### src/rtl/pipe_pkg.sv
// Shared definitions for the MIPS pipeline front end: next-PC select codes,
// the bubble instruction, and the fetch-stage state encoding.
package pipe_pkg;

   // next-PC select codes driven by decode
   localparam logic [1:0] PCSRC_SEQ = 2'b00;  // pc+4
   localparam logic [1:0] PCSRC_BR  = 2'b01;  // branch target
   localparam logic [1:0] PCSRC_JR  = 2'b10;  // register target (jr)
   localparam logic [1:0] PCSRC_J   = 2'b11;  // jump target

   // sll $0,$0,0 -- the canonical bubble
   localparam logic [31:0] NOP_INST = 32'h0000_0000;

   // fetch-stage states
   typedef enum logic {
      IF_FETCH = 1'b0,   // request outstanding at pc
      IF_HELD  = 1'b1    // fetched word parked in the skid buffer
   } if_state_t;

endpackage

### src/rtl/pipe_if_npc.sv
// Combinational next-PC selector for the fetch stage. A latched redirect
// (captured while a fetch was still outstanding) overrides decode's current
// select, since decode has already moved on by the time the fetch lands.
module pipe_if_npc
(
   input  logic [1:0]  pcsource,
   input  logic [31:0] pc4,
   input  logic [31:0] bpc,
   input  logic [31:0] da,
   input  logic [31:0] jpc,
   input  logic        rdr_vld,
   input  logic [31:0] rdr_tgt,
   output logic [31:0] sel_tgt,
   output logic [31:0] npc
);
   import pipe_pkg::*;

   // target chosen by decode this cycle
   always_comb begin
      sel_tgt = pc4;
      case (pcsource)
         PCSRC_SEQ: sel_tgt = pc4;
         PCSRC_BR:  sel_tgt = bpc;
         PCSRC_JR:  sel_tgt = da;
         PCSRC_J:   sel_tgt = jpc;
         default:   sel_tgt = pc4;
      endcase
   end

   // a pending redirect wins over decode's current select
   assign npc = rdr_vld ? rdr_tgt : sel_tgt;

endmodule

### src/rtl/pipe_if_stage.sv
// Instruction-fetch stage plus IF/ID register of the 5-stage MIPS pipeline.
// Owns the PC, talks to instruction memory over req/ready, parks a word that
// returns during a decode stall in a one-entry skid buffer, and remembers a
// redirect that decode issued while a fetch was still outstanding.
// Optional build macro PIPE_IF_FLUSH_EN: removes the branch delay slot by
// squashing the instruction that completes in the cycle a redirect is taken.
module pipe_if_stage
#(
   parameter logic [31:0] RESET_PC = 32'h0000_0000,
   parameter logic [31:0] NOP_INST = 32'h0000_0000
)
(
   input  logic        clock,
   input  logic        resetn,
   input  logic [1:0]  pcsource,
   input  logic [31:0] bpc,
   input  logic [31:0] da,
   input  logic [31:0] jpc,
   input  logic        wpcir,
   output logic        imem_req,
   output logic [31:0] imem_addr,
   input  logic [31:0] imem_rdata,
   input  logic        imem_ready,
   output logic [31:0] pc,
   output logic [31:0] dpc4,
   output logic [31:0] inst
);
   import pipe_pkg::*;

   if_state_t   state;
   logic [31:0] skid_q;     // word returned while decode was stalled
   logic        rdr_vld;    // redirect waiting for the outstanding fetch
   logic [31:0] rdr_tgt;

   logic [31:0] pc4;
   logic [31:0] sel_tgt;
   logic [31:0] npc;
   logic        held;
   logic        avail;
   logic [31:0] fetch_word;
   logic        squash;

   assign pc4        = pc + 32'd4;   // natural 32-bit wrap
   assign held       = (state == IF_HELD);
   // imem_req is low only in the first cycle after reset or while HELD, so a
   // ready with no request outstanding is ignored
   assign avail      = held | (imem_req & imem_ready);
   assign fetch_word = held ? skid_q : imem_rdata;
   assign imem_addr  = pc;

`ifdef PIPE_IF_FLUSH_EN
   // no delay slot: whatever completes alongside a redirect is dropped
   assign squash = rdr_vld | (pcsource != PCSRC_SEQ);
`else
   // delay-slot semantics: the completing instruction always enters decode
   assign squash = 1'b0;
`endif

   pipe_if_npc u_npc (
      .pcsource (pcsource),
      .pc4      (pc4),
      .bpc      (bpc),
      .da       (da),
      .jpc      (jpc),
      .rdr_vld  (rdr_vld),
      .rdr_tgt  (rdr_tgt),
      .sel_tgt  (sel_tgt),
      .npc      (npc)
   );

   // fetch FSM, PC, skid buffer, redirect latch and IF/ID register
   always_ff @(posedge clock or negedge resetn) begin
      if (!resetn) begin
         state    <= IF_FETCH;
         imem_req <= 1'b0;
         pc       <= RESET_PC;
         dpc4     <= 32'h0000_0000;
         inst     <= NOP_INST;
         skid_q   <= 32'h0000_0000;
         rdr_vld  <= 1'b0;
         rdr_tgt  <= 32'h0000_0000;
      end else if (wpcir) begin
         if (avail) begin
            // instruction delivered to decode, pc advances to the chosen target
            dpc4     <= pc4;
            inst     <= squash ? NOP_INST : fetch_word;
            pc       <= npc;
            rdr_vld  <= 1'b0;
            state    <= IF_FETCH;
            imem_req <= 1'b1;
         end else begin
            // memory wait: bubble into decode, keep pc and keep requesting
            inst     <= NOP_INST;
            imem_req <= 1'b1;
            // decode sees the bubble next cycle and will stop presenting its
            // branch, so hold on to the target here
            if ((pcsource != PCSRC_SEQ) && !rdr_vld) begin
               rdr_vld <= 1'b1;
               rdr_tgt <= sel_tgt;
            end
         end
      end else if (!held) begin
         // decode stall: pc and IF/ID hold, pcsource is not acted on
         if (imem_req && imem_ready) begin
            skid_q   <= imem_rdata;
            state    <= IF_HELD;
            imem_req <= 1'b0;
         end else begin
            imem_req <= 1'b1;
         end
      end
   end

endmodule

### config.mk
export PLATFORM = sky130hd
export DESIGN_NAME = pipe_if_stage
export DESIGN_NICKNAME = d
export VERILOG_FILES = /design/src/rtl/pipe_pkg.sv /design/src/rtl/pipe_if_npc.sv /design/src/rtl/pipe_if_stage.sv
export SDC_FILE = /design/constraint.sdc
export NUM_CORES = 1
export LEC_CHECK = 0
export CORE_UTILIZATION = 43
export DETAILED_ROUTE_END_ITERATION = 16
export PLACE_DENSITY = 0.78
export SYNTH_ARGS = -nofsm -noshare
export SYNTH_HDL_FRONTEND = slang
export SYNTH_SLANG_ARGS = --single-unit
### constraint.sdc
create_clock -name clock -period 2 [get_ports clock]
set_input_delay 0.4 -clock clock [delete_from_list [all_inputs] [get_ports clock]]
set_output_delay 0.4 -clock clock [all_outputs]
set_load 0.03 [all_outputs]
==> impl_metrics.toml <==
[run_status]
status = "finished, final reports clean"

[yosys]
synth_area_sq_um = 8480
ys_types = 52
synth_edf_count = 0
synth_flop_cell = "dfrtp_1"
synth_seq_cells = 163
synth_fp_nets = 972
async_flop_share_pct = 100
synth_area_per_cell_sq_um = 10.1
ys_warn_count = 0
yosysSeqAreaShare_pct = 48.1
synthCells = 837

[clock_network]
htree_levels = 4
root_buffer = "clkbuf_16"
cts_tree = "yes"
clock_latency_ns = 0.42
numCtsBuffers = 17
cts_sinks = 163
ctsLongestPathBuffers = 2
clkTransAtPathRegs_ns = 0.06

[route]
dr.first_iter.drc_count = 334
drt-total-wl_um = 25500
vias_per_cell = 5.32
first_pass_iters = 5
wl_per_cell_um = 18.3
drc_errors = 0
vias = 7390
ant_nets = 0

[worst_setup_path]
r2r_start = "imem_addr[3]$_DFFE_PN0P_"
worstSetupPathType = "flop to flop"
cp_slowest_cell = "mux4_2"
endpoint_kind = "flop"
reg2reg_depth = 6
critPathLaunchType = "flop"
reg2reg_to = "rdr_tgt[8]$_DFFE_PN0P_"
crit_family = "multiplexers"
cp_cell_sequence = "ha_4, and4_4, nand2_2, xnor2_1, mux4_2, mux2_4"
cp_num_buf_inv = 0
slowest_delay_ns = 0.48
r2r_setup_slack_ns = 0.05
crit_required_ns = 2.30
critPathMaxFanout = 5
worst_ep_arrival_time_ns = 2.24

[global_route]
gr-usage-met2_pct = 44.3
grt_use_total_pct = 25.7
grt_pass1_vias = 7474
use_met3_pct = 6.80
busiest_layer = "met2"
overflow = 0
grt_pass1_wl_um = 39600
antenna_found_initial = 0
grt_max_degree = 65
gr-usage-met1_pct = 29.6

[power_and_ir_drop]
power_density_nw_per_um2 = 1200
swShare_pct = 36.5
irDropWorstVdd_mv = 0.663
p_seq_share_pct = 33.3
p_leak_nw = 5.59
combPwrFrac_pct = 41.1
p_int_w = 0.00948
p_switching_w = 0.00544
power_frac_clock_pct = 25.6

[cells_and_area]
final_common_cell = "clkdlybuf4s50_1"
antenna_cells = 0
num-nets-final = 1246
final_cell_mix = "clkdlybuf4s50_1, dfrtp_1, nand2_1"
area_delta_synth_final_pct = 46.3
finalInstanceArea_sq_um = 12400
drive_gt1_share_pct = 21.4

[timing]
worst_slew_pin_slew_ns = 0.569
period_share_pct = 97.3
hold_viol = 0
timing.fmax_mhz = 514
rsz0062_at_grt = "true"
finalSetupViolCount = 0
period_needed_ns = 1.95
timing.final.ws_setup_ns = 0.0543
finClkSkew_ns = 0.00920
drv_slew = 0
slew_headroom_pct = 62.0

[die]
die_h_um = 142
die_w_um = 142
start_util_pct = 43.7
ioPinCount = 263
die_area_sq_um = 20300
coreArea_sq_um = 19400
rows = 51

[worst_hold_path]
hold_end = "held$_DFFE_PN0N_"
hp-start = "wpcir"
hold_class = "input pin to flop"
hold_depth = 2

[placement]
place_hpwl_um = 18500
gp_congestion = 0.863
pre_cts_ws_ns = -0.0586
io_buffers = 262
placed_cell_area_sq_um = 11700

[flow_run]
drv_cap = 0
## how the worst max path moves through the flow
stage	startpoint	end	slack, ns	depth (start not counted)
after floorplan	imem_addr[2]$_DFFE_PN0P_	rdr_tgt[8]$_DFFE_PN0P_	-0.05	7
after global placement	imem_ready	imem_addr[8]$_DFFE_PN0P_	0.02	7
after detailed placement	imem_ready	imem_addr[12]$_DFFE_PN0P_	-0.06	6
after CTS	imem_addr[20]$_DFFE_PN0P_	pc[20]	0.0003	2
after global routing	imem_addr[5]$_DFFE_PN0P_	rdr_tgt[17]$_DFFE_PN0P_	-0.03	8
final	imem_addr[3]$_DFFE_PN0P_	rdr_tgt[8]$_DFFE_PN0P_	0.05	6
## state kept, by name, summed over array words and instances (netlist names)
signal     count
dpc4          32
held           1
imem_addr     32
imem_req       1
inst          32
rdr_tgt       32
rdr_vld        1
skid_q        32
## final cells by class
type | instances | area (sq um)
Tap cell | 265 | 332
Timing Repair Buffer | 344 | 3330
Inverter | 39 | 146
Fill cell | 1604 | 6990
Multi-Input combinational cell | 546 | 3830
Clock inverter | 9 | 224
Clock buffer | 23 | 468
Sequential cell | 163 | 4090
## cell families (layout without fill, tap and decap cells)
kind of cell / Yosys count / after routing / share of synthesized area [%]
compound gates: 160 / 160 / 10.8
buf+inv: 128 / 415 / 7.43
mux: 117 / 117 / 17.0
simple gates: 240 / 240 / 13.6
fa+ha+maj: 1 / 1 / 0.147
xor+xnor: 28 / 28 / 2.89
flops: 163 / 163 / 48.1
## per-stage QoR
stage          total power (W)  util (%)  TNS (ns)  cells  hold WS, ns
2_1_floorplan          0.00866         -   -0.0468    837        0.104
3_3_place_gp            0.0112      60.2         0   1355        0.295
3_5_place_dp            0.0113      60.2    -0.647   1355        0.290
4_1_cts                 0.0150      63.6         0   1388        0.262
5_1_grt                 0.0156      64.0   -0.0914   1389        0.289
6_report                0.0149      64.0         0   1389        0.280
## cell usage after synthesis, drive strengths merged, types with 7 or more instances
cell    instances  share of area (%)
buf            55                4.2
xor2           18                1.9
mux2           89                 12
mux4           13                3.5
nor2           37                1.7
clkbuf         34                1.5
xnor2          10                1.0
o21ai          85                5.1
nand4           8               0.84
inv            39                1.7
and3           15                1.1
a21oi          35                2.1
nand3          55                3.2
mux2i          15                1.8
nand2          96                4.2
a22oi           7               0.62
dfrtp         163                 48
## per-layer routing
layer  share of wire [%]  routed length, um
met1                  39               9910
met2                  49              12500
met3                 8.4               2130
met4                 3.7                938
met5                   0                  0
## what timing repair did
item	4_1_cts	5_1_grt
pin swaps	0	2
endpoints found under the setup margin	46	31
setup buffers	0	1
hold endpoints to repair	24	0
gates resized for setup	44	23
hold buffers	1	0
## power by group through the flow
stage	logic, W	clock network [W]	registers (W)
after detailed placement	0.00633	0	0.00501
final	0.00613	0.00382	0.00498
after global placement	0.00623	0	0.00494
after CTS	0.00615	0.00387	0.00496
after floorplan	0.00260	0	0.00606
after global routing	0.00654	0.00400	0.00511
No activity file was read; power rests on OpenSTA's default activity.
